File: src/rtl/sc1602_lcd_ctrl_pkg.sv
// sc1602_pkg: shared types and constants for the SC1602 LCD controller.
//   - state_t       : controller / nibble-sender states
//   - wait_sel_t    : selects which execution delay follows an init step
//   - init_entry_t  : one step of the power-on init ROM
//   - ceil_cycles() : converts a delay in ns to clk cycles, rounded up
//   - T_*           : delay constants in cycles at the default 90 kHz clock
//   - INIT_ROM      : HD44780 4-bit power-on sequence
//   - is_long_cmd() : true for instructions that need the long (clear/home) wait
package sc1602_pkg;

  typedef enum logic [2:0] {
    PWR_WAIT,
    INIT,
    IDLE,
    NIB_SETUP,
    NIB_EHI,
    NIB_HOLD,
    EXEC_WAIT
  } state_t;

  typedef enum logic [1:0] {
    W_EXEC,
    W_INIT1,
    W_INIT2,
    W_CLR
  } wait_sel_t;

  typedef struct packed {
    logic      is_nibble;
    logic [7:0] data;
    wait_sel_t wait_sel;
  } init_entry_t;

  function automatic int unsigned ceil_cycles(input longint unsigned clk_hz,
                                              input longint unsigned t_ns);
    return 32'((clk_hz * t_ns + 64'd999_999_999) / 64'd1_000_000_000);
  endfunction

  localparam longint unsigned T_PWR_NS   = 40_000_000;
  localparam longint unsigned T_INIT1_NS = 4_100_000;
  localparam longint unsigned T_INIT2_NS = 100_000;
  localparam longint unsigned T_EXEC_NS  = 37_000;
  localparam longint unsigned T_CLR_NS   = 1_520_000;

  localparam int unsigned DEF_CLK_HZ = 90000;
  localparam int unsigned T_PWR   = ceil_cycles(DEF_CLK_HZ, T_PWR_NS);
  localparam int unsigned T_INIT1 = ceil_cycles(DEF_CLK_HZ, T_INIT1_NS);
  localparam int unsigned T_INIT2 = ceil_cycles(DEF_CLK_HZ, T_INIT2_NS);
  localparam int unsigned T_EXEC  = ceil_cycles(DEF_CLK_HZ, T_EXEC_NS);
  localparam int unsigned T_CLR   = ceil_cycles(DEF_CLK_HZ, T_CLR_NS);

  // The first four steps are single nibbles (the LCD still believes it is
  // in 8-bit mode); from 0x28 onward every step is a full byte.
  localparam init_entry_t INIT_ROM [8] = '{
    '{1'b1, 8'h03, W_INIT1},
    '{1'b1, 8'h03, W_INIT2},
    '{1'b1, 8'h03, W_EXEC},
    '{1'b1, 8'h02, W_EXEC},
    '{1'b0, 8'h28, W_EXEC},
    '{1'b0, 8'h0C, W_EXEC},
    '{1'b0, 8'h01, W_CLR},
    '{1'b0, 8'h06, W_EXEC}
  };

  function automatic logic is_long_cmd(input logic rs, input logic [7:0] data);
    return !rs && (data == 8'h01 || data == 8'h02 || data == 8'h03);
  endfunction

endpackage

File: src/rtl/sc1602_lcd_ctrl_if.sv
// sc1602_lcd_ctrl_if: command byte handshake into the LCD controller.
//   cmd_valid : request carries a byte
//   cmd_ready : controller accepts a byte this cycle
//   cmd_rs    : 0 = instruction, 1 = character data
//   cmd_data  : byte to write
// master = byte producer, slave = LCD controller.
interface sc1602_lcd_ctrl_if;
  logic       cmd_valid;
  logic       cmd_ready;
  logic       cmd_rs;
  logic [7:0] cmd_data;

  modport master (output cmd_valid, output cmd_rs, output cmd_data, input cmd_ready);
  modport slave  (input cmd_valid, input cmd_rs, input cmd_data, output cmd_ready);
endinterface

File: src/rtl/sc1602_lcd_ctrl_nibble_tx.sv
// sc1602_nibble_tx: writes one 4-bit nibble to the LCD bus.
//   clk, rst_n : clock, asynchronous active-low reset
//   abort      : synchronous cancel (PLL lock lost); drops E at the next edge
//   start      : pulse with rs/nibble to begin a nibble (accepted when idle or in HOLD)
//   rs, nibble : register select and data for the nibble
//   done       : high during the HOLD cycle, the last cycle of the nibble
//   lcd_rs, lcd_e, lcd_db : registered LCD pins
// Sequence: SETUP (1 cycle, E low) -> EHI (E_CYC cycles, E high) -> HOLD (1 cycle).
module sc1602_nibble_tx
  import sc1602_pkg::*;
#(
  parameter int unsigned E_CYC = 1
) (
  input  logic       clk,
  input  logic       rst_n,
  input  logic       abort,
  input  logic       start,
  input  logic       rs,
  input  logic [3:0] nibble,
  output logic       done,
  output logic       lcd_rs,
  output logic       lcd_e,
  output logic [3:0] lcd_db
);

  state_t     state_q, state_d;
  logic [7:0] e_cnt_q;
  logic       load;

  // A start during HOLD chains straight into the next SETUP so the two
  // nibbles of a byte go out back-to-back.
  always_comb begin
    state_d = state_q;
    load    = 1'b0;
    case (state_q)
      IDLE: begin
        if (start) begin
          state_d = NIB_SETUP;
          load    = 1'b1;
        end
      end
      NIB_SETUP: state_d = NIB_EHI;
      NIB_EHI: begin
        if (e_cnt_q == 8'(E_CYC - 1)) state_d = NIB_HOLD;
      end
      NIB_HOLD: begin
        if (start) begin
          state_d = NIB_SETUP;
          load    = 1'b1;
        end else begin
          state_d = IDLE;
        end
      end
      default: state_d = IDLE;
    endcase
    if (abort) begin
      state_d = IDLE;
      load    = 1'b0;
    end
  end

  assign done = (state_q == NIB_HOLD);

  // E is registered from the next state so the strobe is glitch-free and
  // still drops immediately on asynchronous reset.
  always_ff @(posedge clk or negedge rst_n) begin
    if (!rst_n) begin
      state_q <= IDLE;
      e_cnt_q <= '0;
      lcd_e   <= 1'b0;
      lcd_rs  <= 1'b0;
      lcd_db  <= 4'h0;
    end else begin
      state_q <= state_d;
      e_cnt_q <= (state_q == NIB_EHI) ? e_cnt_q + 8'd1 : 8'd0;
      lcd_e   <= (state_d == NIB_EHI);
      if (abort) begin
        lcd_rs <= 1'b0;
        lcd_db <= 4'h0;
      end else if (load) begin
        lcd_rs <= rs;
        lcd_db <= nibble;
      end
    end
  end

endmodule

File: src/rtl/sc1602_lcd_ctrl.sv
// sc1602_lcd_ctrl: HD44780-compatible 4-bit write-only controller for the
// SC1602 16x2 LCD. Runs the power-on init sequence after PLL lock, then
// writes command/data bytes taken over a valid/ready handshake.
//   clk, rst_n : clock (divided PLL output), asynchronous active-low reset
//   pll_lock   : start qualifier; low forces PWR_WAIT and clears init_done
//   cmd        : command byte handshake (sc1602_lcd_ctrl_if.slave)
//   init_done  : init sequence finished, sticky until reset or loss of lock
//   lcd_rs, lcd_rw, lcd_e, lcd_db : LCD pins (lcd_rw tied low)
// Optional build macro SC1602_CMD_FIFO_EN: adds a 4-entry {rs,data} FIFO in
// front of the FSM so bytes can queue up during init.
module sc1602_lcd_ctrl
  import sc1602_pkg::*;
#(
  parameter int unsigned CLK_HZ = 90000,
  parameter int unsigned E_CYC  = 1
) (
  input  logic             clk,
  input  logic             rst_n,
  input  logic             pll_lock,
  sc1602_lcd_ctrl_if.slave cmd,
  output logic             init_done,
  output logic             lcd_rs,
  output logic             lcd_rw,
  output logic             lcd_e,
  output logic [3:0]       lcd_db
);

  localparam int unsigned PWR_CYC   = ceil_cycles(CLK_HZ, T_PWR_NS);
  localparam int unsigned INIT1_CYC = ceil_cycles(CLK_HZ, T_INIT1_NS);
  localparam int unsigned INIT2_CYC = ceil_cycles(CLK_HZ, T_INIT2_NS);
  localparam int unsigned EXEC_CYC  = ceil_cycles(CLK_HZ, T_EXEC_NS);
  localparam int unsigned CLR_CYC   = ceil_cycles(CLK_HZ, T_CLR_NS);

  function automatic logic [31:0] sel_cycles(input wait_sel_t sel);
    case (sel)
      W_INIT1: return INIT1_CYC;
      W_INIT2: return INIT2_CYC;
      W_CLR:   return CLR_CYC;
      default: return EXEC_CYC;
    endcase
  endfunction

  state_t      state_q, state_d;
  logic [31:0] cnt_q, cnt_d;
  logic [31:0] wait_q, wait_d;
  logic [2:0]  idx_q, idx_d;
  logic [7:0]  byte_q, byte_d;
  logic        rs_q, rs_d;
  logic        low_q, low_d;
  logic        in_init_q, in_init_d;
  logic        init_done_q, init_done_d;
  init_entry_t entry;

  logic        tx_start, tx_rs, tx_done;
  logic [3:0]  tx_nib;

  logic        take, take_rs;
  logic [7:0]  take_data;

`ifdef SC1602_CMD_FIFO_EN
  logic [8:0] fifo_mem [4];
  logic [1:0] fifo_wr_q, fifo_rd_q;
  logic [2:0] fifo_cnt_q, fifo_cnt_d;
  logic       fifo_ready_q, push;

  assign push          = cmd.cmd_valid && fifo_ready_q;
  assign take          = (state_q == IDLE) && (fifo_cnt_q != 3'd0) && pll_lock;
  assign take_rs       = fifo_mem[fifo_rd_q][8];
  assign take_data     = fifo_mem[fifo_rd_q][7:0];
  assign cmd.cmd_ready = fifo_ready_q;

  always_comb begin
    fifo_cnt_d = fifo_cnt_q + {2'b00, push} - {2'b00, take};
  end

  // Ready is registered from the next fill level, so it is low in reset and
  // while unlocked; loss of lock flushes everything queued.
  always_ff @(posedge clk or negedge rst_n) begin
    if (!rst_n) begin
      fifo_wr_q    <= '0;
      fifo_rd_q    <= '0;
      fifo_cnt_q   <= '0;
      fifo_ready_q <= 1'b0;
    end else if (!pll_lock) begin
      fifo_wr_q    <= '0;
      fifo_rd_q    <= '0;
      fifo_cnt_q   <= '0;
      fifo_ready_q <= 1'b0;
    end else begin
      if (push) fifo_wr_q <= fifo_wr_q + 2'd1;
      if (take) fifo_rd_q <= fifo_rd_q + 2'd1;
      fifo_cnt_q   <= fifo_cnt_d;
      fifo_ready_q <= (fifo_cnt_d != 3'd4);
    end
  end

  always_ff @(posedge clk) begin
    if (push && pll_lock) fifo_mem[fifo_wr_q] <= {cmd.cmd_rs, cmd.cmd_data};
  end
`else
  assign cmd.cmd_ready = (state_q == IDLE) && init_done_q && pll_lock;
  assign take          = cmd.cmd_valid && cmd.cmd_ready;
  assign take_rs       = cmd.cmd_rs;
  assign take_data     = cmd.cmd_data;
`endif

  // Main sequencer. NIB_SETUP stands for the whole nibble transfer here;
  // the fine SETUP/EHI/HOLD phases are tracked by the nibble sender, which
  // reports done during HOLD. EXEC_WAIT counts 0..wait inclusive, leaving
  // one guard cycle beyond the minimum execution time.
  always_comb begin
    state_d     = state_q;
    cnt_d       = cnt_q;
    wait_d      = wait_q;
    idx_d       = idx_q;
    byte_d      = byte_q;
    rs_d        = rs_q;
    low_d       = low_q;
    in_init_d   = in_init_q;
    init_done_d = init_done_q;
    tx_start    = 1'b0;
    tx_rs       = rs_q;
    tx_nib      = byte_q[3:0];
    entry       = INIT_ROM[idx_q];

    case (state_q)
      PWR_WAIT: begin
        cnt_d = cnt_q + 32'd1;
        if (cnt_q == PWR_CYC - 1) begin
          state_d   = INIT;
          cnt_d     = '0;
          idx_d     = '0;
          in_init_d = 1'b1;
        end
      end
      INIT: begin
        tx_start  = 1'b1;
        tx_rs     = 1'b0;
        tx_nib    = entry.is_nibble ? entry.data[3:0] : entry.data[7:4];
        rs_d      = 1'b0;
        byte_d    = entry.data;
        low_d     = !entry.is_nibble;
        wait_d    = sel_cycles(entry.wait_sel);
        state_d   = NIB_SETUP;
      end
      IDLE: begin
        if (take) begin
          tx_start  = 1'b1;
          tx_rs     = take_rs;
          tx_nib    = take_data[7:4];
          rs_d      = take_rs;
          byte_d    = take_data;
          low_d     = 1'b1;
          in_init_d = 1'b0;
          wait_d    = is_long_cmd(take_rs, take_data) ? CLR_CYC : EXEC_CYC;
          state_d   = NIB_SETUP;
        end
      end
      NIB_SETUP: begin
        if (tx_done) begin
          if (low_q) begin
            tx_start = 1'b1;
            low_d    = 1'b0;
          end else begin
            state_d = EXEC_WAIT;
            cnt_d   = '0;
          end
        end
      end
      EXEC_WAIT: begin
        cnt_d = cnt_q + 32'd1;
        if (cnt_q == wait_q) begin
          cnt_d = '0;
          if (in_init_q) begin
            if (idx_q == 3'd7) begin
              init_done_d = 1'b1;
              in_init_d   = 1'b0;
              state_d     = IDLE;
            end else begin
              idx_d   = idx_q + 3'd1;
              state_d = INIT;
            end
          end else begin
            state_d = IDLE;
          end
        end
      end
      default: state_d = PWR_WAIT;
    endcase

    // Loss of lock wins over everything and discards any byte in flight.
    if (!pll_lock) begin
      state_d     = PWR_WAIT;
      cnt_d       = '0;
      low_d       = 1'b0;
      in_init_d   = 1'b0;
      init_done_d = 1'b0;
      tx_start    = 1'b0;
    end
  end

  always_ff @(posedge clk or negedge rst_n) begin
    if (!rst_n) begin
      state_q     <= PWR_WAIT;
      cnt_q       <= '0;
      wait_q      <= '0;
      idx_q       <= '0;
      byte_q      <= '0;
      rs_q        <= 1'b0;
      low_q       <= 1'b0;
      in_init_q   <= 1'b0;
      init_done_q <= 1'b0;
    end else begin
      state_q     <= state_d;
      cnt_q       <= cnt_d;
      wait_q      <= wait_d;
      idx_q       <= idx_d;
      byte_q      <= byte_d;
      rs_q        <= rs_d;
      low_q       <= low_d;
      in_init_q   <= in_init_d;
      init_done_q <= init_done_d;
    end
  end

  sc1602_nibble_tx #(.E_CYC(E_CYC)) u_tx (
    .clk    (clk),
    .rst_n  (rst_n),
    .abort  (!pll_lock),
    .start  (tx_start),
    .rs     (tx_rs),
    .nibble (tx_nib),
    .done   (tx_done),
    .lcd_rs (lcd_rs),
    .lcd_e  (lcd_e),
    .lcd_db (lcd_db)
  );

  assign init_done = init_done_q;
  assign lcd_rw    = 1'b0;

endmodule

File: src/flat_wrapper.sv
// flat-port wrapper written by rule: the top's interface ports become plain ports
module sc1602_lcd_ctrl_flat import sc1602_pkg::*;
#(
  parameter int unsigned CLK_HZ = 90000,
  parameter int unsigned E_CYC  = 1
)
  (clk, rst_n, pll_lock, init_done, lcd_rs, lcd_rw, lcd_e, lcd_db, cmd_cmd_valid, cmd_cmd_rs, cmd_cmd_data, cmd_cmd_ready);
  sc1602_lcd_ctrl_if cmd_i ();
  input  logic clk;
  input  logic rst_n;
  input  logic pll_lock;
  output logic init_done;
  output logic lcd_rs;
  output logic lcd_rw;
  output logic lcd_e;
  output logic [3:0] lcd_db;
  input wire logic [$bits(cmd_i.cmd_valid)-1:0] cmd_cmd_valid;
  input wire logic [$bits(cmd_i.cmd_rs)-1:0] cmd_cmd_rs;
  input wire logic [$bits(cmd_i.cmd_data)-1:0] cmd_cmd_data;
  output wire logic [$bits(cmd_i.cmd_ready)-1:0] cmd_cmd_ready;
  assign cmd_i.cmd_valid = cmd_cmd_valid;
  assign cmd_i.cmd_rs = cmd_cmd_rs;
  assign cmd_i.cmd_data = cmd_cmd_data;
  assign cmd_cmd_ready = cmd_i.cmd_ready;
  sc1602_lcd_ctrl #(.CLK_HZ(CLK_HZ), .E_CYC(E_CYC)) u_core (.clk(clk), .rst_n(rst_n), .pll_lock(pll_lock), .cmd(cmd_i), .init_done(init_done), .lcd_rs(lcd_rs), .lcd_rw(lcd_rw), .lcd_e(lcd_e), .lcd_db(lcd_db));
endmodule
File: config.mk
export PLATFORM = sky130hd
export DESIGN_NAME = sc1602_lcd_ctrl_flat
export DESIGN_NICKNAME = d
export VERILOG_FILES = /design/src/rtl/sc1602_lcd_ctrl_pkg.sv /design/src/rtl/sc1602_lcd_ctrl_if.sv /design/src/rtl/sc1602_lcd_ctrl_nibble_tx.sv /design/src/rtl/sc1602_lcd_ctrl.sv /design/src/flat_wrapper.sv
export SDC_FILE = /design/constraint.sdc
export NUM_CORES = 1
export LEC_CHECK = 0
export ABC_CLOCK_PERIOD_IN_PS = 3800
export CORE_MARGIN = 2
export CORE_UTILIZATION = 65
export DETAILED_ROUTE_END_ITERATION = 8
export GPL_TIMING_DRIVEN = 1
export HOLD_SLACK_MARGIN = 0.15
export PLACE_DENSITY = 0.85
export SYNTH_ARGS = -nofsm -noshare
export SYNTH_HDL_FRONTEND = slang
export SYNTH_SLANG_ARGS = --single-unit
export TNS_END_PERCENT = 100
File: constraint.sdc
create_clock -name clk -period 3.8 [get_ports clk]
set_input_delay 0.57 -clock clk [delete_from_list [all_inputs] [get_ports clk]]
set_output_delay 0.57 -clock clk [all_outputs]
set_load 0.01 [all_outputs]
-- After elaboration in Yosys (flattened, before gate mapping)
Memory sizes are Yosys's and may differ from the RTL's.
Cells that the tools add are included.
- bits in read-only memories: 88
- bits of input ports: 13
- register bits after elaboration: 95
- output and inout bits: 9
- word-level logic and storage cells: 143
- memories kept: 1
- memory list (name ; depth ; bits a word ; read ports ; clocked after memory_dff ; write ports ; line ; text):
    (no name shown) ; 8 ; 11 ; 1 ; 0 ; 0 ; sc1602_lcd_ctrl.sv:124 ; entry = INIT_ROM[idx_q];
- bitwise gates (word level): 1
- add/subtract/negate cells: 3
- mux-type cells: 67
- equal/unequal tests: 36
- magnitude comparators: 1
- reductions and logical operators: 20
- operator list (cell ; count):
    32-bit two-way mux ; 6
    32-bit one-hot mux with 3 select lines ; 1
    32-bit one-hot mux with 2 select lines ; 1
    3-bit two-way mux ; 13
    32-bit by 1-bit adder with 32-bit output (second input constant) ; 1
    32-bit by 12-bit equality test with 1-bit output (second input constant) ; 1
    32-bit equality test ; 1
    9-bit one-hot mux with 3 select lines ; 1
    1-bit two-way mux ; 25
    11-bit two-way mux ; 2
    4-bit two-way mux ; 5
    2-bit by 1-bit inequality test with 1-bit output (second input constant) ; 9
    8-bit by 2-bit equality test with 1-bit output (second input constant) ; 2
    8-bit two-way mux ; 2
    4-bit one-hot mux with 2 select lines ; 2
    3-bit equality test (second input constant) ; 5
    3-bit one-hot mux with 5 select lines ; 1
    3-bit by 2-bit equality test with 1-bit output (second input constant) ; 4
    3-bit by 2-bit inequality test with 1-bit output (second input constant) ; 4
    4-bit by 1-bit inequality test with 1-bit output (second input constant) ; 3
    3-bit one-hot mux with 4 select lines ; 1
    5-bit AND reduction ; 2
    1-bit one-hot mux with 3 select lines ; 3
    8-bit by 1-bit adder with 8-bit output (second input constant) ; 1
    22 further kinds ; 32

-- Depth between registers and ports, before layout
- depth in word-level cells: 12
- mapped depth: 8
- gate-level depth less buffers: 7

-- Modules after synthesis
From an unflattened synthesis, not the netlist that was laid out.
- cells, all modules: 422
- area, all modules: 3920.0 µm²
- by module, submodules not included (module ; cells each ; area an instance (µm²) ; times used):
    sc1602_lcd_ctrl ; 345 ; 3084.2 ; 1
    sc1602_nibble_tx ; 77 ; 835.8 ; 1

-- Worst setup path before layout
No wires, ideal clock.
- kind: register -> register
- start: reg u_core.cnt_q[5]
- end: reg u_core.cnt_q[18]
- buffers on the path: 2
- period minus slack after synthesis: 2.401 ns
- path slack: 1.399 ns
- arrival: 2.282 ns
- required time: 3.681 ns
- cell stages (with the launch flop): 8
- path through: dfrtp_1 -> buf_6 -> or4_4 -> a2111oi_4 -> a31oi_4 -> o31ai_4 -> buf_6 -> nor2_1
- cells in the longest elaborated chain, start to end: 4
- elaborated cells between the ends (all ways): 7
- those cells by class: add/sub (1); eq/ne (2); mux (4)
- ends and longest elaborated chain (element ; line ; text):
    start: declaration ; sc1602_lcd_ctrl.sv:44 ; logic [31:0] cnt_q, cnt_d;
    start signal: assignment ; sc1602_lcd_ctrl.sv:215 ; cnt_q <= cnt_d;
    32-bit by 1-bit adder with 32-bit output (tied with other cells) ; sc1602_lcd_ctrl.sv:128, sc1602_lcd_ctrl.sv:171 ;
    32-bit two-way mux, on equally long branches ; sc1602_lcd_ctrl.sv:172, sc1602_lcd_ctrl.sv:129 ;
    32-bit one-hot mux with 3 select lines * ; sc1602_lcd_ctrl.sv:126 ; case (state_q)
    32-bit two-way mux * ; sc1602_lcd_ctrl.sv:192 ; if (!pll_lock) begin
Every way passes the cells marked *; elsewhere a longest branch is shown, timed or not.
A chain may end at the register's enable or synchronous reset.

-- Worst setup path after layout
- start: reg u_core.state_q[1]
- end: out cmd_cmd_ready
- cells in the longest elaborated chain, start to end: 3
- ends and longest elaborated chain (element ; line ; text):
    start: declaration ; sc1602_lcd_ctrl.sv:43 ; state_t state_q, state_d;
    start signal: assignment ; sc1602_lcd_ctrl.sv:214 ; state_q <= state_d;
    3-bit by 2-bit equality test with 1-bit output ; sc1602_lcd_ctrl.sv:101 ; assign cmd.cmd_ready = (state_q == IDLE) && init_done_q && pll_lock;
    1-bit logical AND (2 in series) ; sc1602_lcd_ctrl.sv:101 ;
    end: declaration ; flat_wrapper.sv:20 ; output wire logic [$bits(cmd_i.cmd_ready)-1:0] cmd_cmd_ready;
Every way passes these cells.

==> impl_metrics.sql <==
INSERT INTO impl_metrics (metric_group, metric, value, unit) VALUES
('logic_synthesis', 'post-synth-top-area-cell', 'sky130_fd_sc_hd__dfrtp_1', ''),
('power_and_ir_drop', 'intPower', '1.173', 'mW'),
('logic_synthesis', 'seq_area_frac_synth', '41.16', '%'),
('cells_and_area', 'final.fill_count', '481', ''),
('min_path', 'min-delay-path-class', 'in -> async', ''),
('floorplanning', 'die_height', '83.79', 'µm'),
('power_and_ir_drop', 'seqPwrFrac', '50.0', '%'),
('clock_network', 'post_cts_resize_count', '0', ''),
('power_and_ir_drop', 'power.static_leakage', '1.792', 'nW'),
('logic_synthesis', 'post_synth_instance_area', '0.004138', 'mm²'),
('logic_synthesis', 'synth-compound-area-share', '17.15', '%'),
('placed_design', 'post_dp_cell_area', '0.004312', 'mm²'),
('logic_synthesis', 'avg_synthesized_cell_area', '9.340', 'µm²'),
('power_and_ir_drop', 'clock_share_of_power', '36.2', '%'),
('logic_synthesis', 'synth_xor_xnor_area_share', '5.503', '%'),
('cells_and_area', 'area_growth_syn_to_layout', '8.830', '%'),
('timing', 'tightest_slew', '1.014', 'ns'),
('floorplanning', 'effective_utilization_at_floorplan', '66.30', '%'),
('logic_synthesis', 'largest_family_of_logic_cells_by_synthesized_area', 'simple AND/OR/NAND/NOR gates', ''),
('timing', 'timing.max_slew.rel_slack', '32.37', '%'),
('grt', 'grt_start_max_net_pins', '45', ''),
('logic_synthesis', 'post_synth_inst_count', '443', ''),
('clock_network', 'cts.hold.buffers_added', '0', ''),
('logic_synthesis', 'synthDistinctLibCells', '70', ''),
('timing', 'fin_skew', '0.008626', 'ns'),
('power_and_ir_drop', 'sw_frac_of_total', '28.36', '%'),
('detailed_routing', 'post_drt_via_cell_ratio', '6.655', ''),
('grt', 'grt_pass1_wl', '15.69', 'mm'),
('clock_network', 'longest_clk_path_bufs', '2', ''),
('floorplanning', 'floorplan.rows', '29', ''),
('cells_and_area', 'finish.instance_area', '0.004503', 'mm²'),
('timing', 'grt_setup_unrepaired', 'no', ''),
('placed_design', 'place_hpwl', '6.460', 'mm'),
('logic_synthesis', 'synth_adder_area_share', '2.721', '%'),
('floorplanning', 'die_area', '0.007020', 'mm²'),
('floorplanning', 'dieWidth', '83.79', 'µm'),
('detailed_routing', 'finalWirelength', '9.247', 'mm'),
('detailed_routing', 'detailedRoute.firstPassIterationCount', '5', ''),
('detailed_routing', 'wl_per_cell', '17.22', 'µm'),
('cells_and_area', 'finalNetCount', '477', ''),
('setup_path', 'cp.arrival', '2.44', 'ns'),
('clock_network', 'tritoncts.num_buffers', '9', ''),
('clock_network', 'clock_insertion_delay_worst_skew', '0.35', 'ns'),
('timing', 'min_period', '3.013', 'ns'),
('cells_and_area', 'fraction_of_layout_cells_with_a_size_suffix_above_1', '10.22', '%'),
('clock_network', 'tritoncts', 'done', ''),
('status', 'run_status', 'finished, final reports clean', ''),
('setup_path', 'crit_type', 'reg -> out', ''),
('clock_network', 'clk_root_buffer_cell', 'sky130_fd_sc_hd__clkbuf_8', ''),
('cells_and_area', 'final_util', '72.15', '%'),
('cells_and_area', 'num_antenna_cells', '0', ''),
('power_and_ir_drop', 'pwr_density_cell', '363.6', 'mW/mm²'),
('run', 'max-cap-violations', '0', ''),
('cells_and_area', 'multi_input_comb_area', '0.002216', 'mm²'),
('floorplanning', 'floorplan_core_area', '0.006241', 'mm²'),
('timing', 'max_clock_freq', '0.3319', 'GHz'),
('placed_design', 'place.gp.congestion', '0.8824', ''),
('logic_synthesis', 'synth-async-reset-ratio', '100.0', '%'),
('setup_path', 'crit_path_end_kind', 'output pin', ''),
('placed_design', 'port_buffers', '20', ''),
('logic_synthesis', 'yosys.area_share.simple', '26.01', '%'),
('detailed_routing', 'drt-initial-drc-count', '268', ''),
('clock_network', 'post_cts_buffers', '0', ''),
('timing', 'hold_viol_final', '0', ''),
('setup_path', 'crit_path_max_fanout', '17', ''),
('clock_network', 'cts.htree.levels', '3', ''),
('logic_synthesis', 'postSynthNetCount', '465', ''),
('timing', 'drv_slew', '0', ''),
('grt', 'via_count_of_the_first_global_routing_pass', '3322', ''),
('cells_and_area', 'regArea', '0.001703', 'mm²'),
('setup_path', 'crit_required', '3.23', 'ns');
[final timing paths]
kind                       slack (ns)                     end  cells past startpoint         startpoint
min in group clk                 0.51        u_core.byte_q[2]                      2   u_core.byte_q[2]
hold reg to reg                  0.51        u_core.byte_q[2]                      2   u_core.byte_q[2]
hold / removal                   0.37        u_core.cnt_q[10]                      1              rst_n
setup reg to reg                 0.96        u_core.cnt_q[27]                      5  u_core.state_q[2]
setup / recovery                 0.79           cmd_cmd_ready                      4  u_core.state_q[1]
max in group asynchronous        2.58  u_core.u_tx.state_q[1]                      2              rst_n
[registers in the layout, indices dropped and copies added (netlist names), 3 cells and up]
signal,flops
u_core.idx_q,3
u_core.u_tx.state_q,3
u_core.byte_q,4
u_core.wait_q,5
u_core.u_tx.e_cnt_q,8
u_core.u_tx.lcd_db,4
u_core.state_q,3
u_core.cnt_q,32
[cell usage in the layout, fill, tap and decap left out, types with 6 or more instances in the layout]
master and n:
sky130_fd_sc_hd__o21ai_0 21, sky130_fd_sc_hd__nand2_1 45, sky130_fd_sc_hd__dfrtp_1 67, sky130_fd_sc_hd__nor4_1 16, sky130_fd_sc_hd__clkbuf_8 9, sky130_fd_sc_hd__xor2_1 17, sky130_fd_sc_hd__nor2_1 32, sky130_fd_sc_hd__nand2b_1 6
sky130_fd_sc_hd__o211ai_1 11, sky130_fd_sc_hd__inv_1 8, sky130_fd_sc_hd__nand3_1 24, sky130_fd_sc_hd__a21oi_1 16, sky130_fd_sc_hd__buf_4 9, sky130_fd_sc_hd__ha_1 9, sky130_fd_sc_hd__xnor2_1 9, sky130_fd_sc_hd__nand4_1 14
sky130_fd_sc_hd__clkdlybuf4s50_1 19, sky130_fd_sc_hd__or3_1 10, sky130_fd_sc_hd__nor3_1 8
[per-stage QoR]
| step | hold slack (ns) | setup WS [ns] | std cells |
|---|---|---|---|
| after floorplan | 0.2744 | 1.399 | 443 |
| after global placement | 0.4776 | 1.120 | 521 |
| after detailed placement | 0.4870 | 1.035 | 521 |
| after CTS | 0.4099 | 0.7816 | 537 |
| after global routing | 0.4651 | 0.6041 | 537 |
| final | 0.3743 | 0.7867 | 537 |
[synth_stat cells (5+ instances only)]
cell / number
sky130_fd_sc_hd__dfrtp_1: 67
sky130_fd_sc_hd__o221ai_1: 5
sky130_fd_sc_hd__xnor2_1: 9
sky130_fd_sc_hd__and4_1: 5
sky130_fd_sc_hd__mux2_2: 5
sky130_fd_sc_hd__xor2_1: 17
sky130_fd_sc_hd__nor2_1: 32
sky130_fd_sc_hd__nor4_1: 16
sky130_fd_sc_hd__ha_1: 9
sky130_fd_sc_hd__o21ai_0: 21
sky130_fd_sc_hd__nor3b_1: 5
sky130_fd_sc_hd__clkbuf_1: 16
sky130_fd_sc_hd__nor3_1: 8
sky130_fd_sc_hd__clkbuf_8: 5
sky130_fd_sc_hd__and3_1: 5
sky130_fd_sc_hd__nand4_1: 14
sky130_fd_sc_hd__o211ai_1: 11
sky130_fd_sc_hd__nand2b_1: 6
sky130_fd_sc_hd__or3_1: 10
sky130_fd_sc_hd__inv_1: 8
sky130_fd_sc_hd__nand3_1: 24
sky130_fd_sc_hd__nand2_1: 45
sky130_fd_sc_hd__a21oi_1: 16
[cell type report]
type,count,share of cell area [%]
Clock buffer,10,2.834
Clock inverter,6,1.417
Inverter,9,0.7502
Multi-Input combinational cell,338,49.21
Sequential cell,68,37.82
Tap cell,77,2.139
Timing Repair Buffer,29,5.835
[layer usage]
metal | global-route usage, % | vias up | wire [µm]
met5 | 0 | - | 0
met4 | 12.02 | 0 | 233
met3 | 5.836 | 26 | 593
met2 | 44.58 | 167 | 4429
met1 | 36.93 | 1706 | 3991
li1 | - | 1675 | -
[power groups by stage]
stage	registers, mW	clock network [mW]	logic (mW)
CTS	0.816	0.599	0.227
finish	0.818	0.592	0.227
detailed placement	0.830	0	0.225
floorplan	0.810	0	0.166
global route	0.823	0.637	0.250
global placement	0.829	0	0.222
[critical path, cell delays in order (launching register included)]
cell and delay (ns):
sky130_fd_sc_hd__dfrtp_1 0.67, sky130_fd_sc_hd__nor3b_1 0.46, sky130_fd_sc_hd__buf_4 0.26, sky130_fd_sc_hd__and3_1 0.17, sky130_fd_sc_hd__clkdlybuf4s50_1 0.53
[cell families after synthesis]
group,count (synthesis)
other,1
AOI/OAI and AO/OA,96
xor gates and xnor gates,26
adders and majority gates,9
buffers and inverters,37
and+or+nand+nor,198
DFF,68
muxes,8
Power figures use the tool's default switching activity.
